## config.mk

```make
export PLATFORM = sky130hd
export DESIGN_NAME = pipeline_hazard_unit
export DESIGN_NICKNAME = d
export VERILOG_FILES = /design/src/rtl/pipeline_hazard_unit.sv
export SDC_FILE = /design/constraint.sdc
export NUM_CORES = 1
export LEC_CHECK = 0
export ABC_AREA = 1
export CORE_MARGIN = 4
export CORE_UTILIZATION = 48
export CTS_CLUSTER_DIAMETER = 30
export DETAILED_ROUTE_END_ITERATION = 10
export DONT_BUFFER_PORTS = 1
export GPL_TIMING_DRIVEN = 0
export HOLD_SLACK_MARGIN = 0.15
export MAX_ROUTING_LAYER = met4
export PLACE_DENSITY_LB_ADDON = 0.2
export REMOVE_ABC_BUFFERS = 1
export SLEW_MARGIN = 25
export SYNTH_ARGS = -nofsm -noshare
export SYNTH_HDL_FRONTEND = slang
export SYNTH_SLANG_ARGS = --single-unit
export TNS_END_PERCENT = 30
```

## constraint.sdc

```tcl
create_clock -name clk -period 2.9 [get_ports clk]
set_input_delay 0.145 -clock clk [delete_from_list [all_inputs] [get_ports clk]]
set_output_delay 0.145 -clock clk [all_outputs]
set_load 0.02 [all_outputs]
```

## src/rtl/pipeline_hazard_unit.sv

```systemverilog
// pipeline_hazard_unit: RAW/multi-cycle/redirect stall and squash control; define PIPELINE_HAZARD_FWD_EN for operand forwarding.
module pipeline_hazard_unit #(
  parameter int AW = 5,
  parameter int FLAGS_W = 17,
  parameter int WB_STAGES = 2,
  parameter int WE_BIT = 0,
  parameter int LOAD_BIT = 4,
  parameter int JALR_BIT = 9,
  parameter int BRANCH_BIT = 11,
  parameter int FLUSH_CYCLES = 1,
  parameter int CNT_W = 16,
  parameter int STALL_TIMEOUT = 255,
  localparam int SW = $clog2(WB_STAGES + 1)
) (
  input  logic                         clk,
  input  logic                         rst,
  input  logic [AW-1:0]                dec_rs1,
  input  logic [AW-1:0]                dec_rs2,
  input  logic [FLAGS_W-1:0]           ra_flags,
  input  logic [AW-1:0]                ra_rs1,
  input  logic [AW-1:0]                ra_rs2,
  input  logic [AW-1:0]                ra_rd,
  input  logic [WB_STAGES*FLAGS_W-1:0] wb_flags,
  input  logic [WB_STAGES*AW-1:0]      wb_rd,
  input  logic                         redirect,
  input  logic                         alu_busy,
  output logic                         fetch_en,
  output logic                         dec_latch_en,
  output logic                         ra_latch_en,
  output logic                         alu_latch_en,
  output logic                         dec_squash,
  output logic                         ra_squash,
  output logic                         jmpctrl_en,
  output logic [SW-1:0]                fwd_rs1_sel,
  output logic [SW-1:0]                fwd_rs2_sel,
  output logic [CNT_W-1:0]             stall_count,
  output logic                         stall_timeout
);
  localparam int FCW = FLUSH_CYCLES > 1 ? $clog2(FLUSH_CYCLES) : 1;
  localparam int TW = $clog2(STALL_TIMEOUT + 1);
  typedef enum logic [1:0] {RUN, STALL_DATA, STALL_MC, FLUSH} state_t;
  state_t state;
  logic [FCW-1:0] flush_cnt;
  logic [TW-1:0] run_len;
  logic hz_dec, hz_ra, ld1, ld2, haz_dec, haz_ra, flush;
  logic [SW-1:0] sel1, sel2;
  function automatic logic hit(input logic [FLAGS_W-1:0] f, input logic [AW-1:0] rd, input logic [AW-1:0] r);
    return f[WE_BIT] && rd != '0 && rd == r;
  endfunction
  // Scan oldest to youngest so the youngest matching writer wins the select.
  always_comb begin
    hz_dec = hit(ra_flags, ra_rd, dec_rs1) || hit(ra_flags, ra_rd, dec_rs2);
    hz_ra = 1'b0;
    ld1 = 1'b0;
    ld2 = 1'b0;
    sel1 = '0;
    sel2 = '0;
    for (int s = WB_STAGES - 1; s >= 0; s--) begin
      hz_dec |= hit(wb_flags[s*FLAGS_W +: FLAGS_W], wb_rd[s*AW +: AW], dec_rs1)
             || hit(wb_flags[s*FLAGS_W +: FLAGS_W], wb_rd[s*AW +: AW], dec_rs2);
      if (hit(wb_flags[s*FLAGS_W +: FLAGS_W], wb_rd[s*AW +: AW], ra_rs1)) begin
        hz_ra = 1'b1;
        sel1 = SW'(s + 1);
        ld1 = wb_flags[s*FLAGS_W + LOAD_BIT] && s < WB_STAGES - 1;
      end
      if (hit(wb_flags[s*FLAGS_W +: FLAGS_W], wb_rd[s*AW +: AW], ra_rs2)) begin
        hz_ra = 1'b1;
        sel2 = SW'(s + 1);
        ld2 = wb_flags[s*FLAGS_W + LOAD_BIT] && s < WB_STAGES - 1;
      end
    end
  end
`ifdef PIPELINE_HAZARD_FWD_EN
  assign haz_dec = 1'b0;
  assign haz_ra = ld1 || ld2;
  assign fwd_rs1_sel = rst ? '0 : sel1;
  assign fwd_rs2_sel = rst ? '0 : sel2;
`else
  assign haz_dec = hz_dec;
  assign haz_ra = hz_ra;
  assign fwd_rs1_sel = '0;
  assign fwd_rs2_sel = '0;
`endif
  logic unused_bits;
  assign unused_bits = ^{ra_flags, wb_flags, sel1, sel2, ld1, ld2, hz_dec, hz_ra};
  always_comb begin
    flush = redirect || state == FLUSH;
    fetch_en = !rst && (flush || !(alu_busy || haz_ra || haz_dec));
    dec_latch_en = fetch_en;
    ra_latch_en = !rst && (flush || !(alu_busy || haz_ra));
    alu_latch_en = !rst && (flush || !alu_busy);
    dec_squash = rst || flush;
    ra_squash = rst || flush || (!alu_busy && (haz_ra || haz_dec));
    jmpctrl_en = ra_flags[JALR_BIT] || ra_flags[BRANCH_BIT];
  end
  // The redirect cycle is the first squash cycle, so FLUSH covers the remaining FLUSH_CYCLES-1.
  always_ff @(posedge clk) begin
    if (rst) begin
      state <= RUN;
      flush_cnt <= '0;
      stall_count <= '0;
      run_len <= '0;
      stall_timeout <= 1'b0;
    end else begin
      if (redirect) begin
        state <= FLUSH_CYCLES > 1 ? FLUSH : RUN;
        flush_cnt <= FCW'(FLUSH_CYCLES - 1);
      end else if (state == FLUSH && flush_cnt > FCW'(1)) begin
        flush_cnt <= flush_cnt - 1'b1;
      end else begin
        state <= alu_busy ? STALL_MC : (haz_ra || haz_dec) ? STALL_DATA : RUN;
        flush_cnt <= '0;
      end
      stall_count <= stall_count + CNT_W'(!fetch_en && stall_count != '1);
      run_len <= fetch_en ? '0 : run_len + TW'(run_len != TW'(STALL_TIMEOUT));
      stall_timeout <= stall_timeout || run_len == TW'(STALL_TIMEOUT);
    end
  end
endmodule
```

==> run metrics <==
Clock Sinks=27; crit path max-delay cell type=dfxtp_1; worst-path cell chain=nand2_1 -> inv_1 -> nand4_1 -> nor3_2 -> nor4b_1 -> a21oi_1 -> ha_1 -> ha_1 -> nand2_1 -> nor2_2 -> inv_2 -> nor2_2 -> nand2_1 -> inv_1 -> nand3_1 -> inv_1 -> o21ai_0 -> a21oi_1; Worst setup startpoint=stall_count[8]; Initial Util=0.514; Crit Path Max Fanout=4; initial antenna violation count=0; io pins=118; cell area after layout=2230 µm²; clock slew at reported path FFs=0.10 ns; peak supply drop=173 µV; setup TNS=0 ns; Cell Rows=23; total track usage=0.175; dpl cells=400; GR Layer Usage met3=0.0441; total CTS buffers=3; drt drc=0; Worst Setup EP=stall_count[14]; worst path required time=3.06 ns; layout overhead on the synthesized area=4.64%; Synth Instances=357; Gate power share=0.206; Final Hold Viols=0; FF-to-FF path depth=18; M1 GR Usage=0.213; Setup crit start kind=flip-flop; fin crit share=0.910; Sw Ratio=0.294; number of diodes=0; status=finished, final reports clean; DRT iter0 DRCs=79; power density cells=342 nW/µm²; CTS HTree Levels=1; Layout Utilization=0.538; Max Cap Viol=0; first-pass GRT wire length=7550 µm; Max Slew Vio Count=0; DP Area=2140 µm²; share of cells above drive strength 1=0.0503; later-pin clock latency in the skew report=0.27 ns; CP delay by family, top=simple AND/OR/NAND/NOR gates; Pint=0.000538 W; CTS Buffer Depth=2; router iterations before antenna repair=4; Reg-to-Reg Start=stall_count[8]; Routed WL=4620 µm; DPL Wire Length=3890 µm; critical path type=reg -> reg; Ys Warns=0; vias in the first global route=1,769; Clock Tree Root=clkbuf_8; hold path depth=3; sequential area share after synthesis=0.254; Seq pwr share=0.512; Mean Syn Cell Area=5.97 µm²; via count=1,971; GRT busiest layer=met2; Detail Route Antenna Nets=0; post-route setup slack=0.262 ns; die area=5570 µm²; Routed WL per cell=11.3 µm; global route total overflow=0; Largest stage delay, worst path=0.49 ns; P_leak=1.17 nW; Filler cells=436; Yosys reg bits=27; core area=4140 µm²; Cell variety after synth=30; top cells by area, synth=dfxtp_1 25%, nand2_1 20%, inv_1 11%; die height=74.6 µm; Clock power frac=0.282; Post-CTS Setup Bufs=0; worst min-delay path class=in -> reg; Netlist Area Pre-Place=2130 µm²; RSZ-0062 raised after global routing=no; flop-to-flop setup slack=0.26 ns; Die Wd=74.6 µm; switching power=0.000224 W; Fmax=0.379 GHz; CP arrival=2.80 ns; crit path time final=2.64 ns; Routability Congestion=0.837; setup violators final=0; CTS tree=yes; # port buffers=0; vias per std cell=4.83; area share of the largest cell type after synthesis=0.254; largest net degree at the start of global routing=16; reg2reg end=stall_count[14]; Place WS=0.189 ns; Setup crit end kind=flip-flop; Crit path depth=18; Worst Clk Skew=0.0101 ns; Worst Path Buf+Inv=4; routing usage on met2=0.288; Post-layout nets=453; fin cells=408; cell taking the most area after synthesis=dfxtp_1
## placed cells by master (no fill, tap or decap)
cell type,synthesis,layout
dlygate4sd3_1,0,4
nor4b_1,1,1
nor2_2,3,3
nand3_1,19,19
and2_1,1,1
inv_1,60,60
nand2_1,114,114
o21ai_1,2,2
a31o_2,1,1
ha_1,4,4
nand4_1,4,4
nor2_1,45,45
dfxtp_1,27,27
o21ai_4,1,1
a21oi_4,1,1
clkbuf_8,0,3
a21oi_1,11,11
nand3b_1,1,1
xnor2_1,13,13
or2_2,2,2
inv_2,2,2
clkinv_2,0,1
o21ai_0,11,11
nor3_1,3,2
nand3_2,2,2
o211ai_1,1,1
conb_1,1,4
xor2_1,16,16
nor3_2,1,2
## timing repair
item,CTS,global route
hold endpoints to repair,8,0
endpoints found under the setup margin,0,2
hold buffers,4,0
resized for setup,0,1
## sequential cells by signal, summed over array words and instances, names as in the netlist
signal,flops
run_len,8
stall_count,16
stall_timeout,1
state,2
## per-layer routing
metal | share of wire | wire length [µm] | vias to the layer above
met3 | 0.094 | 436 | 4
met2 | 0.46 | 2110 | 64
met1 | 0.44 | 2020 | 832
met5 | 0 | 0 | -
met4 | 0.011 | 52 | 0
li1 | - | - | 1071
## worst register-to-register path, stage by stage, from the launching register on
cell and delay, ns:
dfxtp_1 0.49, nand2_1 0.09, inv_1 0.07, nand4_1 0.13
nor3_2 0.22, nor4b_1 0.31, a21oi_1 0.09, ha_1 0.22
ha_1 0.20, nand2_1 0.10, nor2_2 0.05, inv_2 0.06
nor2_2 0.04, nand2_1 0.08, inv_1 0.06, nand3_1 0.06
inv_1 0.05, o21ai_0 0.14, a21oi_1 0.05
## Yosys cell counts (all sizes together)
library cell	number
nand2	114
inv	62
nor2	48
dfxtp	27
nand3	21
xor2	16
o21ai	14
xnor2	13
a21oi	12
buf	6
clkbuf	4
ha	4
nand4	4
nor3	4
or2	2
a31o	1
and2	1
conb	1
nand3b	1
nor4b	1
o211ai	1
## how the worst min path moves through the flow
| stage | to | slack (ns) | startpoint |
|---|---|---|---|
| after floorplan | stall_count[10] | 0.21 | rst |
| after global placement | stall_timeout | 0.22 | rst |
| after detailed placement | stall_timeout | 0.22 | rst |
| after CTS | stall_count[11] | 0.22 | rst |
| after global routing | stall_count[11] | 0.23 | rst |
| final | stall_count[11] | 0.21 | rst |
## final cells by class
| class | count | area [µm²] | area share |
|---|---|---|---|
| flip-flops and latches | 27 | 541 | 0.242 |
| well taps | 50 | 62.6 | 0.0280 |
| clock buffers | 3 | 41.3 | 0.0185 |
| multi-input cells | 261 | 1310 | 0.587 |
| repair buffers | 4 | 40.0 | 0.0179 |
| inverters | 62 | 233 | 0.104 |
| clock inverters | 1 | 5.00 | 0.00224 |
## power groups by stage
stage | Sequential, W | Combinational, W | Clock (W)
floorplan | 0.000397 | 0.000131 | 0
global placement | 0.000399 | 0.000149 | 0
detailed placement | 0.000399 | 0.000152 | 0
CTS | 0.000390 | 0.000158 | 0.000215
global route | 0.000391 | 0.000183 | 0.000229
finish | 0.000390 | 0.000157 | 0.000215
## metrics by stage
| stage | hold slack (ns) | total power, W |
|---|---|---|
| 2_1_floorplan | 0.214 | 0.000528 |
| 3_3_place_gp | 0.216 | 0.000548 |
| 3_5_place_dp | 0.218 | 0.000551 |
| 4_1_cts | 0.222 | 0.000764 |
| 5_1_grt | 0.227 | 0.000804 |
| 6_report | 0.209 | 0.000762 |
## cells by family after synthesis
group	after synthesis	share of synthesized area
other	1	0.00176
AO/OA/AOI/OAI	28	0.0792
XOR/XNOR	29	0.119
AND/OR/NAND/NOR	196	0.383
buffers and inverters	72	0.140
adder cells (fa/ha/maj)	4	0.0235
flip-flops	27	0.254
(Power assumes the default switching activity.)
